<file path="config.mk">
export PLATFORM = sky130hd
export DESIGN_NAME = angle_gen_nco
export DESIGN_NICKNAME = d
export VERILOG_FILES = /design/src/rtl/angle_gen_pkg.sv /design/src/rtl/angle_fold.sv /design/src/rtl/angle_gen_nco.sv
export SDC_FILE = /design/constraint.sdc
export NUM_CORES = 1
export LEC_CHECK = 0
export CAP_MARGIN = 10
export CELL_PAD_IN_SITES_DETAIL_PLACEMENT = 0
export CELL_PAD_IN_SITES_GLOBAL_PLACEMENT = 1
export CORE_AREA = 2 2 168 186
export DETAILED_ROUTE_END_ITERATION = 10
export DIE_AREA = 0 0 170 188
export GPL_TIMING_DRIVEN = 0
export PLACE_DENSITY_LB_ADDON = 0.1
export SYNTH_ARGS = -nofsm -noshare
export SYNTH_HDL_FRONTEND = slang
export SYNTH_SLANG_ARGS = --single-unit
</file>
<file path="constraint.sdc">
create_clock -name clock -period 6.7 [get_ports clock]
set_input_delay 0.67 -clock clock [delete_from_list [all_inputs] [get_ports clock]]
set_output_delay 0.67 -clock clock [all_outputs]
set_load 0.05 [all_outputs]
</file>
<file path="src/rtl/angle_gen_pkg.sv">
// Shared definitions for the multi-channel NCO that feeds the rotation-mode CORDIC:
// default start magnitude, config-target encodings and the output FSM states.
package angle_gen_pkg;

    localparam int AN_DEFAULT = 1215;

    localparam logic CFG_FREQ   = 1'b0;
    localparam logic CFG_OFFSET = 1'b1;

    typedef enum logic {
        EMPTY = 1'b0,
        FULL  = 1'b1
    } state_t;

endpackage

</file>
<file path="src/rtl/angle_fold.sv">
// Folds a full-circle phase into the CORDIC range [-pi/2, pi/2) and picks the
// start vector sign that compensates for the pi rotation.
module angle_fold
    import angle_gen_pkg::*;
#(
    parameter int WIDTH = 12,
    parameter int AN    = AN_DEFAULT
) (
    input  logic [WIDTH-1:0] phase,
    output logic [WIDTH-1:0] angle,
    output logic [WIDTH-1:0] x_start
);

    localparam logic [WIDTH-1:0] AN_POS = WIDTH'(AN);
    localparam logic [WIDTH-1:0] AN_NEG = WIDTH'(-AN);

    logic flip;

    // Top two bits differing means the phase lies in the left half-plane.
    assign flip    = phase[WIDTH-1] ^ phase[WIDTH-2];
    assign angle   = flip ? {~phase[WIDTH-1], phase[WIDTH-2:0]} : phase;
    assign x_start = flip ? AN_NEG : AN_POS;

endmodule

</file>
<file path="src/rtl/angle_gen_nco.sv">
// Time-multiplexed per-channel phase accumulators with offsets, emitting one
// folded CORDIC start sample per valid/ready transfer in round-robin order.
module angle_gen_nco
    import angle_gen_pkg::*;
#(
    parameter int  WIDTH     = 12,
    parameter int  ACC_WIDTH = 24,
    parameter int  NCH       = 4,
    parameter int  AN        = AN_DEFAULT,
    localparam int CH_W      = $clog2(NCH)
) (
    input  logic                 clock,
    input  logic                 resetn,
    input  logic                 enable,
    input  logic                 cfg_we,
    input  logic                 cfg_sel,
    input  logic [CH_W-1:0]      cfg_ch,
    input  logic [ACC_WIDTH-1:0] cfg_data,
    output logic                 out_valid,
    input  logic                 out_ready,
    output logic [CH_W-1:0]      out_ch,
    output logic                 out_last,
    output logic [WIDTH-1:0]     angle,
    output logic [WIDTH-1:0]     x_start,
    output logic [WIDTH-1:0]     y_start
);

    localparam logic [CH_W-1:0] LAST_CH = CH_W'(NCH - 1);

    state_t                 state;
    logic [CH_W-1:0]        ptr;
    logic [ACC_WIDTH-1:0]   acc    [NCH];
    logic [ACC_WIDTH-1:0]   freq   [NCH];
    logic [WIDTH-1:0]       offset [NCH];

    logic                   handshake;
    logic                   do_load;
    logic                   cfg_hit;
    logic [CH_W-1:0]        next_ptr;
    logic [CH_W-1:0]        load_ch;
    logic [WIDTH-1:0]       load_phase;
    logic [WIDTH-1:0]       fold_angle;
    logic [WIDTH-1:0]       fold_x;

    assign handshake = (state == FULL) && out_ready;
    assign next_ptr  = (ptr == LAST_CH) ? '0 : ptr + 1'b1;
    // On an accept the next sample belongs to the channel after the one leaving.
    assign load_ch   = handshake ? next_ptr : ptr;
    assign do_load   = enable && ((state == EMPTY) || handshake);
    assign cfg_hit   = cfg_we && ({1'b0, cfg_ch} < (CH_W + 1)'(NCH));

    assign load_phase = acc[load_ch][ACC_WIDTH-1 -: WIDTH] + offset[load_ch];

    angle_fold #(
        .WIDTH (WIDTH),
        .AN    (AN)
    ) u_fold (
        .phase   (load_phase),
        .angle   (fold_angle),
        .x_start (fold_x)
    );

    assign out_valid = (state == FULL);
    assign y_start   = '0;

    always_ff @(posedge clock or negedge resetn) begin
        if (!resetn) begin
            state    <= EMPTY;
            ptr      <= '0;
            out_ch   <= '0;
            out_last <= 1'b0;
            angle    <= '0;
            x_start  <= '0;
            // NOTE: the config and accumulator arrays are reset too, because every
            // channel must restart from phase 0 with a known frequency and offset.
            for (int i = 0; i < NCH; i++) begin
                acc[i]    <= '0;
                freq[i]   <= '0;
                offset[i] <= '0;
            end
        end else begin
            // NOTE: non-blocking updates mean a same-edge config write cannot leak
            // into this edge's accumulate or load; both see the pre-edge values.
            if (handshake) begin
                acc[ptr] <= acc[ptr] + freq[ptr];
                ptr      <= next_ptr;
            end

            if (cfg_hit) begin
                if (cfg_sel == CFG_FREQ) begin
                    freq[cfg_ch] <= cfg_data;
                end else begin
                    offset[cfg_ch] <= cfg_data[WIDTH-1:0];
                end
            end

            if (do_load) begin
                state    <= FULL;
                out_ch   <= load_ch;
                out_last <= (load_ch == LAST_CH);
                angle    <= fold_angle;
                x_start  <= fold_x;
            end else if (handshake) begin
                state <= EMPTY;
            end
        end
    end

endmodule

</file>
After elaboration in Yosys (flattened, before gate mapping)
Cells that the tools add are included.
Widths: inputs -> output; s select.

operators by class
  add/subtract/negate cells = 3
  magnitude comparators = 5
  equality and inequality tests = 2
  muxes and demuxes = 27
  bitwise logic cells = 7
  reductions and logical operators = 8

operator list
  kind                 number
  $bwmux 96            2
  $mux 24              8
  $bmux 24 s2          3
  $demux 24 s2         2
  $mux 12              5
  $bwmux 48            1
  $add 24x24->24       1
  $bmux 12 s2          1
  $demux 12 s2         1
  $add 12x12->12       1
  $ge 3x3->1 const B   3
  $not 2->3            3
  $lt 3x1->1 const B   2
  $eq 2x2->1 const B   2
  $logic_and 1x1->1    4
  $mux 2               2
  $reduce_and 2->1     2
  $not 1->1            3
  $add 2x1->2 const B  1
  $mux 1               2
  $reduce_bool 2->1    1
  $logic_or 1x1->1     1
  $xor 1x1->1          1

word-level totals
  flip-flop bits (word level) = 270
  output and inout bits = 40
  logic and storage cells = 70

Logic depth before layout (Yosys ltp)
Gate-level depths: netlist (run 1).

  depth after elaboration = 10
  mapped depth = 19

By module
Synthesis (run 1) repeated with hierarchy kept, for this count alone.

unflattened totals
  cells, all modules = 1,244
  area, all modules = 14,102.3 um2

modules (own cells, without submodules)
  module         times used  cells each  area each (um2)
  angle_gen_nco  1           1,218       13,912.1
  angle_fold     1           26          190.2

Least setup slack after synthesis (run 1)
OpenSTA, ideal clock, no wires.

  path kind = register to register
  from = reg state (netlist: out_valid)
  to = reg x_start[10]
  setup time = 0.125 ns
  arrival = 4.112 ns
  data required time = 6.575 ns
  setup slack = 2.463 ns
  stages on the path, launching flop included = 19
  buffers on the path = 3
  cell sequence = dfrtp_1 -> buf_2 -> nand2_1 -> mux2i_1 -> clkbuf_1 -> buf_1 -> nand2_1 -> and3_1 -> a31oi_1 -> ha_1 -> inv_1 -> fa_1 -> nor2b_1 -> o2111ai_1 -> a211oi_1 -> o22ai_1 -> xor2_1 -> xnor3_1 -> mux2_2

between the ends
  cells in the longest elaborated chain, start to end = 9
  elaborated cells on any way between the ends = 15
  those cells by class = add/sub (1); mux (8); bitwise (3); reduce/logical (3)

RTL lines
  what                                                                    RTL line              source
  start, declared                                                         angle_gen_nco.sv:30   state_t state;
  start signal, assigned                                                  angle_gen_nco.sv:68   state <= EMPTY;
  start signal, assigned                                                  angle_gen_nco.sv:98   state <= FULL;
  start signal, assigned                                                  angle_gen_nco.sv:104  state <= EMPTY;
  $logic_and 1x1->1                                                       angle_gen_nco.sv:45   assign handshake = (state == FULL) && out_ready;
  $mux 2                                                                  angle_gen_nco.sv:48   assign load_ch = handshake ? next_ptr : ptr;
  $not 2->3 (implied by the code)                                         angle_gen_nco.sv:52   assign load_phase = acc[load_ch][ACC_WIDTH-1 -: WIDTH] + offset[load_ch];
  $bmux 24 s2 or $bmux 12 s2 (tied branches)                              angle_gen_nco.sv:52
  $mux 24 (implied by the code) or $mux 12 (tied branches) (2 in series)  angle_gen_nco.sv:52
  $add 12x12->12                                                          angle_gen_nco.sv:52
  $xor 1x1->1                                                             angle_fold.sv:20      assign flip = phase[WIDTH-1] ^ phase[WIDTH-2];
  $mux 12                                                                 angle_fold.sv:22      assign x_start = flip ? AN_NEG : AN_POS;
  end signal, assigned                                                    angle_gen_nco.sv:102  x_start <= fold_x;
  end, declared                                                           angle_gen_nco.sv:24   output logic [WIDTH-1:0] x_start,

Parallel ways exist; a longest one is shown, timed or not. The select of a mux whose other input is x is not followed.
A chain may end at the register's enable or synchronous reset.

Final worst setup path (run 1)
  from = reg ptr[0]
  to = reg acc[95] (netlist bit)

between the ends
  cells in the longest elaborated chain, start to end = 6
  elaborated cells on any way between the ends = 14
  those cells by class = add/sub (1); order compare (2); mux (9); bitwise (1); reduce/logical (1)

RTL lines
  what                                                                RTL line             source
  start, declared                                                     angle_gen_nco.sv:31  logic [CH_W-1:0] ptr;
  start signal, assigned                                              angle_gen_nco.sv:86  ptr <= next_ptr;
  $not 2->3 (implied by the code) *                                   angle_gen_nco.sv:85  acc[ptr] <= acc[ptr] + freq[ptr];
  $bmux 24 s2, or another cell as far along                           angle_gen_nco.sv:85
  $mux 24 (implied by the code) or $logic_and 1x1->1 (tied branches)  angle_gen_nco.sv:85
  $mux 24 (implied by the code)                                       angle_gen_nco.sv:85
  $add 24x24->24 or $demux 24 s2 (tied branches)                      angle_gen_nco.sv:85
  $bwmux 96 *                                                         angle_gen_nco.sv:85
  end signal, assigned by index                                       angle_gen_nco.sv:85
  end, declared                                                       angle_gen_nco.sv:32  logic [ACC_WIDTH-1:0] acc [NCH];

Every way passes the cells marked *; elsewhere a longest branch is shown, timed or not. The select of a mux whose other input is x is not followed.

==> results of run 1 <==
[cells in the final DEF, fill, tap and decap left out, types with 7 or more instances in the layout]
master and n:
dfrtp_1 260, nand2_1 203, mux2_2 154, o21ai_0 99
clkbuf_1 58, clkdlybuf4s50_1 55, mux4_2 47, ha_1 38
nor2_1 31, and3_1 29, clkbuf_16 29, a31oi_1 26
a21oi_1 23, buf_4 23, xor2_1 22, nand3_1 14
xnor2_1 12, conb_1 12, buf_2 11, a21o_1 10
mux2i_1 9, inv_1 9, clkbuf_8 8, nand2b_1 7
[metal layers]
layer,vias up,share of wire,global-route usage
li1,4353,-,-
met1,4672,0.47,0.327
met2,192,0.47,0.366
met3,49,0.035,0.0255
met4,0,0.026,0.0588
met5,-,0,0
[synth_stat cells (all sizes together), types with 6 or more instances]
library cell,number
mux2i,9
inv,9
o31ai,7
ha,38
nand2b,7
nor2,31
mux4,47
nand3,14
dfrtp,260
xnor2,12
a21oi,24
a31oi,26
and3,29
mux2,154
clkbuf,53
a21o,10
nand2,203
xor2,22
buf,39
a211oi,6
o21ai,106
[metrics by stage]
step,TNS (ns),setup WS [ns],cell area [um2]
2_1_floorplan,0,2.46,13400
3_3_place_gp,-1694.36,-6.55,14400
3_5_place_dp,0,1.28,14500
4_1_cts,0,1.43,15500
5_1_grt,0,1.15,15500
6_report,0,1.46,15500
[kinds of logic after synthesis]
family / count (synthesis)
XOR/XNOR: 35
AO/OA/AOI/OAI: 207
buffers and inverters: 102
AND/OR/NAND/NOR: 313
flip-flops: 260
adder cells (fa/ha/maj): 40
multiplexers: 210
other: 1
[worst paths after layout]
check / end / cells past startpoint
max in group asynchronous: freq[15]$_DFFE_PN0P_ / 3
min in group clock: x_start[0]$_DFFE_PN0P_ / 1
max: acc[95]$_DFFE_PN0P_ / 12
min: acc[25]$_DFFE_PN0P_ / 1
max reg2reg: acc[95]$_DFFE_PN0P_ / 12
min reg2reg: x_start[0]$_DFFE_PN0P_ / 1
[cell type report]
class | instances | area, um2
clock buffers | 42 | 855
plain buffers | 92 | 442
inverters | 10 | 37.5
flip-flops and latches | 260 | 6510
multi-input cells | 817 | 6390
well taps | 379 | 474
clock inverters | 10 | 210
fillers | 2777 | 14600
repair buffers | 59 | 628
[flip-flops by register name (all words and copies together) (netlist names)]
signal / count
x_start: 3
offset: 48
freq: 96
out_valid: 1
ptr: 2
out_ch: 2
angle: 11
out_last: 1
acc: 96
[worst max-delay path, cell delays in order (launching register included)]
cell and delay, ns:
dfrtp_1 0.43, buf_1 0.76, buf_2 0.50, mux4_2 0.59, ha_1 0.30, clkbuf_1 0.20
a21oi_1 0.24, nor2_1 0.06, nor2_1 0.60, o21ai_0 0.17, a221oi_1 0.78, nand3_1 0.29
a31oi_1 0.23
==> run metrics, run 1 <==
status finished, final reports clean; Ports 72; deepest clock path buffer count 3; Worst Path Required 7.16 ns; syn_area_per_cell 11.4 um2; Die W 170 um; clock sinks between 200 and 300; ys flop type dfrtp_1; CP Capture Type flop; Synth Area in XOR/XNOR 0.0240; IO Port Bufs 56; Synth-to-Final Area Change 16.6%; endpoints failing hold 0; Via density ~5.6; WHS 0.0943 ns; crit path time final 5.24 ns; CTS clk-pin slew, worst paths 0.06 ns; R2R Setup Slk 1.46 ns; WP data arrival around 5.7 ns; CP Max Fanout 10; Adder-Cell Fraction of Synth Area 0.0387; Post-CTS Setup Bufs 0; initial antenna violation count 0; WL/cell 21.1 um; worst reg2reg path startpoint ptr[0]$_DFF_PN0_; GRT Residual Overflow 0; EDFF count, synth 0; H-tree Lvls 1; nets 1341; Slew Viols, Final 0; Yosys cell types 59; cts repair resizes 0; synth warn 0; max_cap viols 0; CTS tree done; Synth Area in Simple Gates 0.103; Slew HR 0.349; Post-CTS Hold Fix Bufs 0; mux contribution to synthesized area 0.216; f_max 191 MHz; crit start category flop; Detailed Place HPWL 24900 um; root buf cell clkbuf_16; Final Cycle Share 0.782; Die Y-Extent 188 um; Yosys top cell area share 0.488; GPL Wtd Cong 0.847; final cell count without fillers 1669; DRT Wirelength 35200 um; DRT iter0 DRCs 582; Final Core Density 0.515; Initial Util 0.442; Post-Syn Area 13300 um2; vias in the first global route 9254; Compound-Gate Fraction of Synth Area 0.0936; Min-Delay Path Class in -> async; final setup violation count 0; Worst Tran Pin Value 0.976 ns; clock skew between 0.01 and 0.015 ns; DRC viols 0; Cells after DPL 1617; largest net degree at the start of global routing 94; largest family of logic cells by synthesized area multiplexers; top cells by area, synth dfrtp_1 (49%), mux2_2 (13%), mux4_2 (7.9%); FF+latch count, synth 260; TritonCTS Buffers 29; area of the core 30200 um2; cell row count 67; Vias just over 9000; worst skew pair latency 0.55 ns; overall global routing resource usage 0.226; asr flop ratio synth 1.00; crit path kind reg -> reg; TritonRoute pass-1 iters 6; final antenna-violating net count 0; n_diodes 0; first-pass GRT wire length 55000 um; post-synth top area cell dfrtp_1; Seq/Total Area, Yosys 0.488; full die area 32000 um2; layout cells sized above 1 0.229; RSZ-0062 raised after global routing no; post-synthesis cell count 1168; crit path launch ptr[0]$_DFF_PN0_
Power of run 1 is left out: the tool's default activity adds up to more than one toggle a clock period on the data nets, which glitch-free logic cannot reach.
==> run 2: changes to the inputs <==
- CORE_AREA: 2 2 168 186 -> 2 2 169 188
- DIE_AREA: 0 0 170 188 -> 0 0 171 190
- clock period: 6.7 -> 4.6 ns (I/O delays scaled with it)
==> run 2 against run 1 <==
Compared with the run above:
- first-iteration DRC count decreased by 3.1%
- non-clock buffer count unchanged
- fmax increased by 18%
- cell area about the same
- largest cell class unchanged
- cell count increased by 2.4%
- via count decreased by 0.97%
- global-route usage about the same
==> run metrics, run 2 (synthesized netlist as in run 1, its figures left out) <==
status finished, final reports clean; WHS approximately 0.34 ns; H-tree Lvls 1; Post-CTS Setup Bufs 0; root buf cell clkbuf_16; Cells after DPL between 1500 and 2000; final antenna-violating net count 0; DRT Wirelength ~35000 um; WP buf/inv 3; overall global routing resource usage 0.226; max_cap viols 0; slowest stage delay, CP 0.61 ns; Vias 9176; Via density 5.37; R2R Setup Slk 0.14 ns; DRT iter0 DRCs about 560; cell row count 68; f_max 224 MHz; CP Max Fanout 10; GRT Residual Overflow 0; endpoints failing hold 0; Hold EP out_valid$_DFFE_PN0P_; crit path kind reg -> reg; Top Family by Delay on Critical Path buffers and inverters; crit start category flop; Worst Tran Pin Value 0.984 ns; area of the core 30800 um2; nets 1341; most common cell after layout, fill and taps aside dfrtp_1; Slew HR 0.341; initial antenna violation count 0; final cell count without fillers 1709; Ports 72; GPL Wtd Cong 0.834; WP data arrival 4.92 ns; largest net degree at the start of global routing 119; Critical Path, Cell by Cell clkdlybuf4s15_2 -> buf_2 -> mux4_2 -> ha_1 -> clkbuf_1 -> a21o_1 -> nor2_2 -> o21ai_0 -> a221oi_2 -> nand3_1 -> a31oi_1; CTS tree done; clock sinks 260; worst skew pair latency 0.55 ns; Final Core Density 0.504; n_diodes 0; Die Y-Extent between 150 and 200 um; reg2reg end acc[71]$_DFFE_PN0P_; commonest non-fill, non-tap cells in the layout dfrtp_1 (260), nand2_1 (203), mux2_2 (154), o21ai_0 (99), clkdlybuf4s50_1 (55); WL/cell 20.7 um; IO Port Bufs 56; CTS clk-pin slew, worst paths approximately 0.060 ns; Detailed Place HPWL 24900 um; Setup WS post-layout 0.143 ns; final setup violation count 0; crit path time final 4.46 ns; worst reg2reg path startpoint ptr[0]$_DFF_PN0_; vias in the first global route between 9000 and 10000; Synth-to-Final Area Change 16.6%; layout cells sized above 1 0.239; Slew Viols, Final 0; Fillers around 2900; deepest clock path buffer count 3; worst reg2reg path depth 11; Die W 171 um; Worst Path Required 5.06 ns; Final Cycle Share 0.969; worst hold path cell count 3; Crit-path slowest cell mux4_2; Min-Delay Path Class in -> reg; worst hold start out_ready; TritonCTS Buffers 29; Initial Util 0.433; first-pass GRT wire length 55700 um; CP Capture Type flop; full die area 32500 um2; Top Registers acc: 96 flops, freq: 96 flops, offset: 48 flops; RSZ-0062 raised after global routing yes; pre-CTS WS -0.679 ns; TritonRoute pass-1 iters 6; DRC viols 0; clock skew 0.0128 ns
## run 2: changes by cell type in the layout (fill, tap and decap cells not counted), moves of 3 or more
| cell | previous run | this run |
|---|---|---|
| buf_2 | 11 | 8 |
| clkinv_2 | 1 | 7 |
| clkbuf_8 | 8 | 3 |
| clkbuf_1 | 58 | 52 |
| clkbuf_4 | 0 | 4 |
| bufinv_16 | 6 | 3 |
| clkbuf_2 | 0 | 5 |
## run 2: layout make-up
| type | instances | area [um2] | area share |
|---|---|---|---|
| multi-input cells | 817 | 6420 | 0.413 |
| inverters | 10 | 41.3 | 0.00266 |
| well taps | 420 | 526 | 0.0338 |
| flip-flops and latches | 260 | 6510 | 0.419 |
| clock inverters | 11 | 133 | 0.00854 |
| repair buffers | 59 | 631 | 0.0406 |
| clock buffers | 40 | 797 | 0.0513 |
| plain buffers | 92 | 485 | 0.0312 |
## run 2: worst max-delay path by stage
stage | start | to | slack [ns] | cells past startpoint
4_1_cts | ptr[0]$_DFF_PN0_ | x_start[10]$_DFFE_PN0P_ | 0.05 | 19
5_1_grt | ptr[0]$_DFF_PN0_ | x_start[10]$_DFFE_PN0P_ | -0.11 | 18
3_3_place_gp | resetn | freq[17]$_DFFE_PN0P_ | -8.45 | 1
6_report | ptr[0]$_DFF_PN0_ | acc[71]$_DFFE_PN0P_ | 0.14 | 11
2_1_floorplan | out_valid$_DFFE_PN0P_ | x_start[10]$_DFFE_PN0P_ | 0.36 | 18
3_5_place_dp | ptr[0]$_DFF_PN0_ | x_start[10]$_DFFE_PN0P_ | -0.68 | 18
## run 2: worst min-delay path, stage by stage
cell      delay (ns)
buf_2           0.18
nand2b_1        0.15
nand2b_1        0.05
## run 2: timing repair
item | CTS | global route
hold endpoints to repair | 36 | 0
endpoints found under the setup margin | 22 | 14
resized for setup | 20 | 9
hold buffers | 1 | 0
pin swaps | 0 | 0
## run 2: layer usage
layer  routed length [um]  part of all wire  track usage
met1                16000              0.45        0.314
met2                17000              0.48        0.374
met3                 1740             0.049       0.0370
met4                  593             0.017       0.0482
met5                    0                 0            0
## run 2: through the flow
step	instance area (um2)	setup TNS, ns
after floorplan	13400	0
after global placement	14500	-2194.94
after detailed placement	14500	-5.04
after CTS	15500	0
after global routing	15500	-0.412
final	15500	0
Power of run 2 is left out for the same reason.
==> run 3: changes to the inputs <==
- ABC_AREA: default -> 1
- CELL_PAD_IN_SITES_DETAIL_PLACEMENT: 0 -> 1
- CORE_AREA: 2 2 169 188 -> 2 2 178 198
- DIE_AREA: 0 0 171 190 -> 0 0 180 200
==> run 3 against run 2 <==
Compared with the run above:
- sequential cell count unchanged
- cell area up 3.8%
- die area up 11%
- count of clock-buffer cells in the layout down 1
- hold slack better by 0.028 ns
- area after synthesis up 3.5%
- critical path depth up 11
- wire length up 48%
- synthesized cell count up 52%
- first-iteration DRC count up 65%
- clock skew up 0.0060 ns
- critical path type unchanged
==> run metrics, run 3 <==
RSZ-0062 raised after global routing no; Cells after DPL ~2300; Setup WS post-layout ~0.23 ns; R2R Setup Slk 0.23 ns; TritonRoute pass-1 iters 7; CTS tree done; Peak supply drop around 0.45 mV; CP Capture Type flop; CTS clk-pin slew, worst paths 0.06 ns; Initial Util 0.408; Commonest cells post-synth nand2_1 (487), o21ai_0 (322), dfrtp_1 (260); largest net degree at the start of global routing 110; worst skew pair latency 0.59 ns; WL/cell 22.3 um; Top Registers acc: 96 flops, freq: 96 flops, offset: 48 flops; initial antenna violation count 0; post-synthesis cell count 1775; layout cells sized above 1 0.0841; Synth-to-Final Area Change 16.9%; GRT Residual Overflow 0; Die Y-Extent roughly 200 um; crit path launch ptr[0]$_DFF_PN0_; Slew Viols, Final 0; DRC viols 0; Detailed Place HPWL 38200 um; Die W between 150 and 200 um; CP Max Fanout 11; deepest clock path buffer count 3; Slew HR 0.365; Min-Delay Path Class in -> async; final cell count without fillers roughly 2300; worst reg2reg path depth 22; crit path kind reg -> reg; ys flop type dfrtp_1; most numerous cell in the Yosys netlist nand2_1; area of the multi-input gates 6400 um2; most common cell after layout, fill and taps aside nand2_1; f_max 229 MHz; Post-CTS Setup Bufs 0; Register Area 6510 um2; DRT iter0 DRCs 932; Ports slightly above 70; Worst Path Required roughly 5.1 ns; post-synth top area cell dfrtp_1; cell row count 71; Via density 5.59; clock sinks 260; Yosys cell types 43; top cells by area, synth dfrtp_1 (47%), nand2_1 (13%), o21ai_0 (12%); final setup violation count 0; Fillers 4190; EDFF count, synth 0; Worst setup endpoint x_start[10]$_DFFE_PN0P_; WP data arrival 4.85 ns; DRT Wirelength 52300 um; crit path time final 4.37 ns; status finished, final reports clean; TritonCTS Buffers 30; Post-Syn Area between 10000 and 15000 um2; WHS 0.370 ns; Vias between 10000 and 15000; nets 1951; synth warn 0; reg2reg end x_start[10]$_DFFE_PN0P_; PnR Total Power 14400 uW; final setup TNS 0 ns; worst reg2reg path startpoint ptr[0]$_DFF_PN0_; clock skew 0.0189 ns; Final Cycle Share 0.951; pwr/cell area roughly 900 nW/um2; Worst Tran Pin Value between 0.9 and 1 ns; IO Port Bufs 59; syn_area_per_cell 7.77 um2; area of the core ~34000 um2; GPL Wtd Cong 0.919; full die area 36000 um2; Seq/Total Area, Yosys 0.472; root buf cell clkbuf_16; crit start category flop; max_cap viols 0; pre-CTS WS -0.376 ns; commonest non-fill, non-tap cells in the layout nand2_1 (487), o21ai_0 (322), dfrtp_1 (260), nor2_1 (166), inv_1 (95); H-tree Lvls 1; asr flop ratio synth 1.00; endpoints failing hold 0; final antenna-violating net count 0; first-pass GRT wire length ~80000 um; FF+latch count, synth 260; vias in the first global route 13600; Yosys top cell area share 0.472; leakage power 0.00776 uW; overall global routing resource usage 0.292
-- run 3: what timing repair did --
action                                  in CTS  in global routing
endpoints found under the setup margin       8                  4
hold buffers                                 1                  0
resized for setup                            2                  4
hold endpoints to repair                    46                  0
-- run 3: worst min path at each step --
stage / slack, ns / cells after the start / start / endpoint
after global routing: 0.40 / 2 / resetn / acc[18]$_DFFE_PN0P_
after floorplan: 0.16 / 0 / resetn / acc[0]$_DFFE_PN0P_
after detailed placement: 0.39 / 1 / resetn / freq[43]$_DFFE_PN0P_
after global placement: 0.46 / 1 / x_start[0]$_DFFE_PN0P_ / x_start[0]$_DFFE_PN0P_
after CTS: 0.38 / 2 / resetn / freq[44]$_DFFE_PN0P_
final: 0.37 / 2 / resetn / acc[18]$_DFFE_PN0P_
-- run 3: power by group --
group	internal [uW]	switching, uW	leakage [uW]	total [uW]
clock network	1520	1040	0.000516	2560
registers	2990	467	0.00326	3460
logic	2600	5840	0.00398	8440
-- run 3: layer usage --
layer	routed length [um]	global-route usage	vias up
li1	-	-	6062
met1	22700	0.377	6531
met2	24700	0.498	372
met3	2560	0.0363	118
met4	2320	0.126	0
met5	0	0	-
-- run 3: per-stage QoR --
step,area [um2],utilization
after floorplan,13800,-
after global placement,15000,0.442
after detailed placement,15000,0.444
after CTS,16100,0.476
after global routing,16100,0.476
final,16100,0.476
-- run 3: critical path, cell delays in order (launching register included) --
cell and delay [ns]:
dfrtp_1 0.44, buf_6 0.18, inv_4 0.09, buf_2 0.27, clkbuf_4 0.33, ha_1 0.28, inv_1 0.10, o21ai_4 0.13
inv_2 0.19, buf_2 0.31, o21ai_0 0.13, o21ai_1 0.28, ha_1 0.23, inv_1 0.06, fa_1 0.42, inv_1 0.10
nand3_1 0.14, nand3_1 0.15, nand2_1 0.06, nand2_1 0.11, nand3_1 0.09, nand3_1 0.10, nand2_1 0.06
-- run 3: layout make-up --
class                   count  area share
repair buffers             62      0.0410
clock buffers              39      0.0524
inverters                 102      0.0239
clock inverters            17      0.0131
flip-flops and latches    260       0.404
diodes                      1    0.000155
plain buffers             112      0.0347
multi-input cells        1311       0.397
well taps                 438      0.0340
-- run 3: kinds of logic after synthesis --
family	count (synthesis)	share of synthesized area
flip-flops	260	0.472
other	1	0.000272
XOR/XNOR	18	0.0120
buffers and inverters	215	0.0685
AO/OA/AOI/OAI	448	0.172
AND/OR/NAND/NOR	793	0.238
adder cells (fa/ha/maj)	40	0.0374
No activity file was read; power rests on OpenSTA's default activity.
